[src/rtl/sata_pkg.sv]
// Shared SATA constants, Register H2D FIS field layout and IDENTIFY error causes.
// Latency: none (types, constants and a pure combinational helper).
// Backpressure: not applicable.
package sata_pkg;

    localparam logic [7:0] FIS_TYPE_REG_H2D = 8'h27;
    localparam logic [7:0] ATA_CMD_IDENTIFY = 8'hEC;
    localparam logic [7:0] REG_H2D_C_BIT    = 8'h80;
    localparam int         REG_H2D_LEN      = 5;

    typedef enum logic [1:0] {
        ERR_NONE    = 2'd0,
        ERR_TX      = 2'd1,
        ERR_TIMEOUT = 2'd2,
        ERR_CRC     = 2'd3
    } identify_err_t;

    // Command-level fields of a Register H2D FIS; the C bit is always set by the sender.
    typedef struct packed {
        logic [7:0]  command;
        logic [15:0] features;
        logic [47:0] lba;
        logic [7:0]  device;
        logic [15:0] count;
        logic [7:0]  control;
    } reg_h2d_t;

    // Dword idx of the FIS, byte 0 in bits [7:0].
    function automatic logic [31:0] reg_h2d_dword(input reg_h2d_t f, input logic [2:0] idx);
        logic [31:0] d;
        d = '0;
        case (idx)
            3'd0:    d = {f.features[7:0], f.command, REG_H2D_C_BIT, FIS_TYPE_REG_H2D};
            3'd1:    d = {f.device, f.lba[23:0]};
            3'd2:    d = {f.features[15:8], f.lba[47:24]};
            3'd3:    d = {f.control, 8'h00, f.count};
            default: d = '0;
        endcase
        return d;
    endfunction

endpackage

[src/rtl/sata_reg_h2d_fis_tx.sv]
// Streams a 5-dword Register H2D FIS to the transport layer; sent marks the last dword's handshake.
// Latency: first dword valid the cycle after launch; one dword per cycle with cmd_rdy high.
// Backpressure: a dword is held on cmd_dat while cmd_rdy is low; abort drops cmd_val next cycle.
module sata_reg_h2d_fis_tx
    import sata_pkg::*;
(
    input  logic        clk,
    input  logic        reset_n,
    input  logic        launch,
    input  logic        abort,
    input  reg_h2d_t    fis,
    output logic [31:0] cmd_dat,
    output logic        cmd_val,
    output logic        cmd_eop,
    input  logic        cmd_rdy,
    output logic        sent
);

    localparam logic [2:0] LAST_IDX = 3'(REG_H2D_LEN - 1);

    logic     active;
    logic [2:0] idx;
    reg_h2d_t fis_q;

    // Capture fields on launch and step through dwords on each accepted handshake.
    always_ff @(posedge clk or negedge reset_n) begin
        if (!reset_n) begin
            active <= 1'b0;
            idx    <= '0;
            fis_q  <= '0;
        end else if (abort) begin
            active <= 1'b0;
        end else if (launch) begin
            active <= 1'b1;
            idx    <= '0;
            fis_q  <= fis;
        end else if (active && cmd_rdy) begin
            if (idx == LAST_IDX) begin
                active <= 1'b0;
            end else begin
                idx <= idx + 3'd1;
            end
        end
    end

    assign cmd_val = active;
    assign cmd_eop = active && (idx == LAST_IDX);
    assign cmd_dat = active ? reg_h2d_dword(fis_q, idx) : 32'h0;
    assign sent    = active && cmd_rdy && (idx == LAST_IDX);

endmodule

[src/rtl/sata_identify_ctrl.sv]
// Runs IDENTIFY DEVICE after link-up: sends the 0xEC FIS, waits for the parser, retries, reports.
// Latency: FIS starts the cycle after start; done/error the cycle after the deciding event.
// Backpressure: FIS stalls on cmd_rdy (timeout not running); SATA_IDENTIFY_CTRL_AUTOSTART_EN adds link-up autostart.
module sata_identify_ctrl
    import sata_pkg::*;
#(
    parameter int TIMEOUT_CYCLES = 2**24,
    parameter int MAX_RETRIES    = 3
) (
    input  logic        clk,
    input  logic        reset_n,
    input  logic        start,
    input  logic        link_ready,
    output logic [31:0] cmd_dat,
    output logic        cmd_val,
    output logic        cmd_eop,
    input  logic        cmd_rdy,
    input  logic        tx_done,
    input  logic        tx_fail,
    input  logic        identify_done,
    input  logic        bad_checksum,
    output logic        busy,
    output logic        done,
    output logic        error,
    output logic [1:0]  error_code,
    output logic [1:0]  attempt_cnt
);

    localparam int              TMO_W       = $clog2(TIMEOUT_CYCLES + 1);
    localparam logic [TMO_W-1:0] TMO_LAST   = TMO_W'(TIMEOUT_CYCLES - 1);
    localparam logic [1:0]      RETRY_LIMIT = 2'(MAX_RETRIES);

    typedef enum logic [2:0] {IDLE, SEND, WAIT_TX, WAIT_DATA, RETRY, DONE, FAIL} state_t;

    state_t          state, state_nxt;
    identify_err_t   cause_q, cause_nxt, fail_code;
    logic            fail_code_vld;
    logic            accept, launch, abort, tx_sent, start_eff, tmo_hit, id_rise, id_prev;
    logic [TMO_W-1:0] tmo_cnt;
    reg_h2d_t        identify_fis;

`ifdef SATA_IDENTIFY_CTRL_AUTOSTART_EN
    logic link_prev;

    // Remember link_ready so a link-up edge in IDLE can launch a run.
    always_ff @(posedge clk or negedge reset_n) begin
        if (!reset_n) link_prev <= 1'b0;
        else          link_prev <= link_ready;
    end

    assign start_eff = start || (link_ready && !link_prev);
`else
    assign start_eff = start;
`endif

    // IDENTIFY carries only the command byte; everything else is zero.
    always_comb begin
        identify_fis         = '0;
        identify_fis.command = ATA_CMD_IDENTIFY;
    end

    assign busy    = (state == SEND) || (state == WAIT_TX) || (state == WAIT_DATA) || (state == RETRY);
    assign tmo_hit = ((state == WAIT_TX) || (state == WAIT_DATA)) && (tmo_cnt == TMO_LAST);
    assign id_rise = identify_done && !id_prev;
    assign launch  = (state_nxt == SEND) && (state != SEND);

    // Next state; link loss overrides everything, and pass/fail events beat the timeout.
    always_comb begin
        state_nxt     = state;
        cause_nxt     = cause_q;
        accept        = 1'b0;
        abort         = 1'b0;
        fail_code_vld = 1'b0;
        fail_code     = ERR_NONE;
        if (busy && !link_ready) begin
            abort         = 1'b1;
            state_nxt     = FAIL;
            fail_code_vld = 1'b1;
            fail_code     = ((state == SEND) || (state == WAIT_TX)) ? ERR_TX : ERR_TIMEOUT;
        end else begin
            case (state)
                IDLE: begin
                    if (start_eff) begin
                        accept = 1'b1;
                        if (link_ready) begin
                            state_nxt = SEND;
                        end else begin
                            state_nxt     = FAIL;
                            fail_code_vld = 1'b1;
                            fail_code     = ERR_TX;
                        end
                    end
                end
                SEND: if (tx_sent) state_nxt = WAIT_TX;
                WAIT_TX: begin
                    if (tx_fail) begin
                        state_nxt = RETRY;
                        cause_nxt = ERR_TX;
                    end else if (tx_done) begin
                        state_nxt = WAIT_DATA;
                    end else if (tmo_hit) begin
                        state_nxt = RETRY;
                        cause_nxt = ERR_TIMEOUT;
                    end
                end
                WAIT_DATA: begin
                    if (id_rise) begin
                        if (bad_checksum) begin
                            state_nxt = RETRY;
                            cause_nxt = ERR_CRC;
                        end else begin
                            state_nxt = DONE;
                        end
                    end else if (tmo_hit) begin
                        state_nxt = RETRY;
                        cause_nxt = ERR_TIMEOUT;
                    end
                end
                RETRY:   state_nxt = (attempt_cnt == RETRY_LIMIT) ? FAIL : SEND;
                DONE:    state_nxt = IDLE;
                FAIL:    state_nxt = IDLE;
                default: state_nxt = IDLE;
            endcase
        end
    end

    // State register.
    always_ff @(posedge clk or negedge reset_n) begin
        if (!reset_n) state <= IDLE;
        else          state <= state_nxt;
    end

    // Sticky status: cleared on an accepted start, direct-to-FAIL codes override the retry cause.
    always_ff @(posedge clk or negedge reset_n) begin
        if (!reset_n) begin
            done        <= 1'b0;
            error       <= 1'b0;
            error_code  <= ERR_NONE;
            attempt_cnt <= 2'd0;
            cause_q     <= ERR_NONE;
        end else begin
            cause_q <= cause_nxt;
            if (accept) begin
                done        <= 1'b0;
                error       <= 1'b0;
                error_code  <= ERR_NONE;
                attempt_cnt <= 2'd0;
            end
            if (state == RETRY) begin
                error_code <= cause_q;
                if ((state_nxt == SEND) && (attempt_cnt != 2'd3)) attempt_cnt <= attempt_cnt + 2'd1;
            end
            if (fail_code_vld)       error_code <= fail_code;
            if (state_nxt == DONE)   done       <= 1'b1;
            if (state_nxt == FAIL)   error      <= 1'b1;
        end
    end

    // Per-attempt timeout and identify_done history, both restarted when a FIS launches.
    always_ff @(posedge clk or negedge reset_n) begin
        if (!reset_n) begin
            tmo_cnt <= '0;
            id_prev <= 1'b0;
        end else begin
            if (launch) begin
                tmo_cnt <= '0;
                id_prev <= 1'b0;
            end else begin
                id_prev <= identify_done;
                if (((state == WAIT_TX) || (state == WAIT_DATA)) && (tmo_cnt != TMO_LAST))
                    tmo_cnt <= tmo_cnt + TMO_W'(1);
            end
        end
    end

    sata_reg_h2d_fis_tx u_fis_tx (
        .clk     (clk),
        .reset_n (reset_n),
        .launch  (launch),
        .abort   (abort),
        .fis     (identify_fis),
        .cmd_dat (cmd_dat),
        .cmd_val (cmd_val),
        .cmd_eop (cmd_eop),
        .cmd_rdy (cmd_rdy),
        .sent    (tx_sent)
    );

endmodule
[config.mk]
export PLATFORM = sky130hd
export DESIGN_NAME = sata_identify_ctrl
export DESIGN_NICKNAME = d
export VERILOG_FILES = /design/src/rtl/sata_pkg.sv /design/src/rtl/sata_reg_h2d_fis_tx.sv /design/src/rtl/sata_identify_ctrl.sv
export SDC_FILE = /design/constraint.sdc
export NUM_CORES = 1
export LEC_CHECK = 0
export BUFFER_PORTS_ARGS = -buffer_cell sky130_fd_sc_hd__buf_4
export CAP_MARGIN = 10
export CELL_PAD_IN_SITES_DETAIL_PLACEMENT = 0
export CELL_PAD_IN_SITES_GLOBAL_PLACEMENT = 1
export CORE_MARGIN = 2
export CORE_UTILIZATION = 33
export CTS_CLUSTER_SIZE = 12
export DETAILED_ROUTE_END_ITERATION = 16
export GPL_TIMING_DRIVEN = 0
export PLACE_DENSITY = 0.75
export SLEW_MARGIN = 20
export SYNTH_ARGS = -nofsm -noshare
export SYNTH_HDL_FRONTEND = slang
export SYNTH_SLANG_ARGS = --single-unit
[constraint.sdc]
create_clock -name clk -period 3.2 [get_ports clk]
set_input_delay 0.32 -clock clk [delete_from_list [all_inputs] [get_ports clk]]
set_output_delay 0.32 -clock clk [all_outputs]
set_load 0.03 [all_outputs]
Word-level counts from Yosys, hierarchy flattened
Cells that the tools add are included.

storage, ports and cells
  register bits after elaboration = 42

cells by class
  add/subtract/negate cells = 3
  bitwise gates (word level) = 2
  equal/unequal tests = 16
  reductions and logical operators = 29
  muxes and demuxes = 51

operators by type and width
  kind                   number
  $mux 25                2
  $mux 24                2
  $mux 3                 12
  $mux 2                 13
  $add 25x1->25 const B  1
  $eq 25x24->1 const B   1
  $ne 25x24->1 const B   1
  $mux 1                 20
  $pmux 3 s5             1
  $eq 3x3->1 const B     4
  $reduce_bool 2->1      5
  $logic_and 1x1->1      9
  $reduce_bool 3->1      3
  $eq 3x1->1 const B     2
  $eq 3x2->1 const B     2
  $logic_not 3->1        2
  $ne 3x3->1 const B     2
  $logic_or 1x1->1       4
  $ne 2x2->1 const B     2
  $pmux 2 s2             1
  $reduce_and 2->1       2
  $reduce_and 4->1       1
  $add 3x1->3 const B    1
  $ne 3x1->1 const B     1
  5 further kinds        7

Depth between registers and ports, before layout
  depth after elaboration = 12
  gate-level depth with buffers = 8
  mapped depth without buffers = 7

Hierarchy
From an unflattened synthesis, not the netlist that was laid out.

second synthesis, totals
  cells, all modules = 614
  area total of the unflattened synthesis = 7472.2 µm²

by module, submodules not included
  module               area each (µm²)  seq. area each (µm²)  instances  cells an instance
  sata_reg_h2d_fis_tx  4988.5           2702.6                1          346
  sata_identify_ctrl   2483.6           925.9                 1          268

Worst setup path before layout
Ideal clock, no wire load.

  path kind = register -> output
  start point = register u_fis_tx.idx[0]
  end point = output port cmd_dat[19]
  data arrival time = 1.935 ns
  cell stages (with the launch flop) = 7
  slack = 0.945 ns
  cells stage by stage = dfrtp_1 -> inv_1 -> ha_1 -> nand2_1 -> nor2_1 -> and2_1 -> buf_4

on the way
  longest elaborated chain between the ends = 3

ends and longest elaborated chain
  element                 RTL line                   text
  start, declared         sata_reg_h2d_fis_tx.sv:22  logic [2:0] idx;
  start signal, assigned  sata_reg_h2d_fis_tx.sv:41  idx <= idx + 3'd1;
  $logic_not 3->1         sata_pkg.sv:32             case (idx)
  $mux 24                 sata_pkg.sv:32
  $mux 24                 sata_reg_h2d_fis_tx.sv:48  assign cmd_dat = active ? reg_h2d_dword(fis_q, idx) : 32'h0;
  end, declared           sata_identify_ctrl.sv:14   output logic [31:0] cmd_dat,

Every way passes these cells.

Worst setup path in the final report
  start point = register tmo_cnt[0]
  end point = register done

on the way
  longest elaborated chain between the ends = 9

ends and longest elaborated chain
  element                                      RTL line                                              text
  start, declared                              sata_identify_ctrl.sv:39                              logic [TMO_W-1:0] tmo_cnt;
  start signal, assigned                       sata_identify_ctrl.sv:171                             tmo_cnt <= tmo_cnt + TMO_W'(1);
  $eq 25x24->1 *                               sata_identify_ctrl.sv:63                              assign tmo_hit = ((state == WAIT_TX) || (state == WAIT_DATA)) && (tmo_cnt == TMO_LAST);
  $logic_and 1x1->1 *                          sata_identify_ctrl.sv:63
  $mux 3 *                                     sata_identify_ctrl.sv:101, sata_identify_ctrl.sv:114
  $mux 3                                       sata_identify_ctrl.sv:99                              end else if (tx_done) begin
  $mux 3                                       sata_identify_ctrl.sv:96                              if (tx_fail) begin
  $pmux 3 s5 *                                 sata_identify_ctrl.sv:81                              case (state)
  $mux 3 *                                     sata_identify_ctrl.sv:75                              if (busy && !link_ready) begin
  $eq 3x3->1 *                                 sata_identify_ctrl.sv:154                             if (state_nxt == DONE) done <= 1'b1;
  $mux 1 or $reduce_bool 2->1 (tied branches)  --
  end signal, assigned                         sata_identify_ctrl.sv:136                             done <= 1'b0;
  end signal, assigned                         sata_identify_ctrl.sv:144                             done <= 1'b0;
  end signal, assigned                         sata_identify_ctrl.sv:154
  end, declared                                sata_identify_ctrl.sv:23                              output logic done,

Mark *: on every way between the ends. The rest lies on a longest branch, timed or not.
A chain may end at the register's enable or synchronous reset.

==> run_results.csv <==
group,metric,value,unit
place,port_buffers,26,
clock_tree,cts_made_buffers,5,
die,io_pins,50,
global_route,grt_pass1_wl,9.91,mm
clock_tree,holdBufCountCts,0,
sta,rsz0062_at_grt,"no",
clock_tree,cts_resized,0,
synth,synth_seq_area_share,39.2,%
synth,synth_edf_count,0,
worst_setup_path,endpoint,"done",
sta,period_needed,2400,ps
sta,tns,0,ps
global_route,gr-usage-all-layers,14.1,%
detailed_routing,wl,5.87,mm
min_path,hp-class,"primary input to async pin",
worst_setup_path,setup.worst_path.start,"tmo_cnt[0]",
clock_tree,cts_root_buffer,"clkbuf_8",
sta,hold_violations,0,
worst_setup_path,cp_data_required_time,3390,ps
global_route,grt_max_degree,43,
sta,setup_viol,0,
sta,slew_headroom,52.8,%
place,dp_cells,442,
place,gp_congestion,0.889,
sta,fin_worst_skew,9.13,ps
cells_and_area,fill_cells,782,
cells_and_area,drive_above_1_share,23.0,%
cells_and_area,multi_input_area,0.00138,mm2
cells_and_area,ff_latch_area,0.00105,mm2
power_and_ir_drop,irDropWorstVdd,0.000300,V
global_route,grt-ovfl-total,0,
global_route,antenna_found_initial,0,
die,core-area,0.00781,mm2
place,place_area,0.00308,mm2
clock_tree,cts_setup_buffers,0,
worst_setup_path,crit_type,"register to register",
power_and_ir_drop,p_per_area,738,mW/mm2
detailed_routing,firstDrtPassIters,4,
clock_tree,cts_tree,"yes",
clock_tree,cts_num_sinks,42,
clock_tree,h-tree-depth,2,
synth,yosysWarnings,0,
clock_tree,clockBufferDepth,2,
worst_setup_path,path_max_fanout,6,
worst_setup_path,r2r_end,"done",
global_route,grt_pass1_vias,2038,
worst_setup_path,startpoint_type,"register",
synth,synthesis.area,0.00268,mm2
die,start_util,34.3,%
cells_and_area,finalNetCount,360,
synth,ys_seq_elements,42,
worst_setup_path,rrSetupSlack,800,ps
worst_setup_path,timing.rr.start,"tmo_cnt[0]",
status,status,"finished clean",
cells_and_area,finalInstanceArea,0.00319,mm2
detailed_routing,drt_iter0_markers,79,
detailed_routing,postRouteAntennaNets,0,
synth,yosys.cell_types.count,55,
power_and_ir_drop,p_leak,0.00148,uW
sta,fmax,0.417,GHz
job,drv_cap,0,
cells_and_area,finalNonFillerCells,450,
detailed_routing,wire_per_inst,13.0,um
worst_setup_path,endpoint_kind,"register",
die,die_y,94.1,um
die,placementRows,32,
sta,layout_worst_path_cycle_share,74.9,%
clock_tree,clk_pin_slew,90,ps
synth,synthCells,293,
clock_tree,worstSkewPairLatency,300,ps
place,dp_slack,881,ps
place,dp_hpwl,4.30,mm
worst_setup_path,r2r_cells,6,
die,dieArea,0.00886,mm2
sta,slew_violations,0,
synth,async_flop_share,100,%
sta,worst_slew_pin_slew,702,ps
die,die_w,94.1,um
sta,whs,3.91,ps
synth,syn_area_per_cell,9.15,um2
cells_and_area,syn2layout_area_growth,18.9,%
detailed_routing,vias,2232,
synth,synth_ff_type,"dfrtp_1",
cells_and_area,num_antenna_cells,0,
detailed_routing,via_per_inst,4.96,
detailed_routing,drc,0,
sta,layout_setup_ws,804,ps
worst_setup_path,arrival,2580,ps
through the flow:
stage                     util, %  power, uW
after floorplan                 -       1590
after global placement       39.5       1940
after detailed placement     39.5       1950
after global routing         40.8       2530
final                        40.8       2360
after CTS                    40.8       2370
state kept, by name, indices dropped and copies added (netlist names):
register / cells
state: 3
u_fis_tx.cmd_val: 1
id_prev: 1
u_fis_tx.idx: 3
error_code: 2
tmo_cnt: 25
attempt_cnt: 2
u_fis_tx.fis_q: 1
error: 1
cause_q: 2
done: 1
worst max-delay path, stage by stage, from the launching register on:
cell     delay (ps)
dfrtp_1         410
ha_1            210
nand4_1         190
nor3_1          640
nand2_1         230
a211o_1         370
a32o_1          230
layer usage:
metal  part of all wire [%]  track usage [%]
met5                      0                0
met4                    2.1             6.16
met3                    5.3             2.81
met2                     44             21.3
met1                     49             19.6
how the worst min path moves through the flow:
stage | start | end | slack [ps]
final | reset_n | tmo_cnt[10] | 4
after global routing | reset_n | error | 40
after CTS | reset_n | tmo_cnt[10] | 20
after detailed placement | reset_n | error | 350
after global placement | reset_n | error | 350
after floorplan | reset_n | attempt_cnt[0] | 20
cell type report:
class	instances	share of cell area, %
Tap cell	102	4.00
Multi-Input combinational cell	221	43.3
Timing Repair Buffer	26	6.12
Sequential cell	42	33.0
Clock buffer	7	2.39
Clock inverter	1	0.942
Inverter	11	1.29
Buffer	40	9.02
Yosys cell counts, drive strengths merged (7+ instances only):
master	instances	share of area, %
nand2	19	2.7
inv	11	1.5
or3	11	2.6
o21ai	13	2.6
nand3	10	1.9
nand4	12	3.0
a21oi	22	4.7
buf	38	10
nor2	20	2.8
o31ai	7	2.0
or4	9	2.5
dfrtp	42	39
power breakdown:
| part | total, uW | switching (uW) | leakage, uW | internal [uW] |
|---|---|---|---|---|
| Combinational | 1190 | 723 | 0.000873 | 463 |
| Sequential | 743 | 106 | 0.000553 | 637 |
| Clock | 426 | 192 | 0.0000524 | 234 |
| Total | 2360 | 1020 | 0.00148 | 1330 |
placed cells by master, fill, tap and decap left out, types with 7 or more instances in the layout:
cell type  count
or3_1         11
or4_1          9
dfrtp_1       42
nor2_1        20
inv_1         11
conb_1        22
nand3_1       10
nand4_1       11
o31ai_1        7
a21oi_1       18
o21ai_0        7
buf_4         57
nand2_1       19
cell families (layout without fill, tap and decap cells):
family / after synthesis / in the layout / synth area share [%]
flops: 42 / 42 / 39.2
fa+ha+maj: 4 / 4 / 1.87
other cells: 1 / 22 / 0.140
buf+inv: 51 / 85 / 12.3
mux: 5 / 5 / 1.87
xor+xnor: 10 / 10 / 3.27
simple gates: 114 / 114 / 24.5
compound gates: 66 / 66 / 16.8
Power figures use the tool's default switching activity.
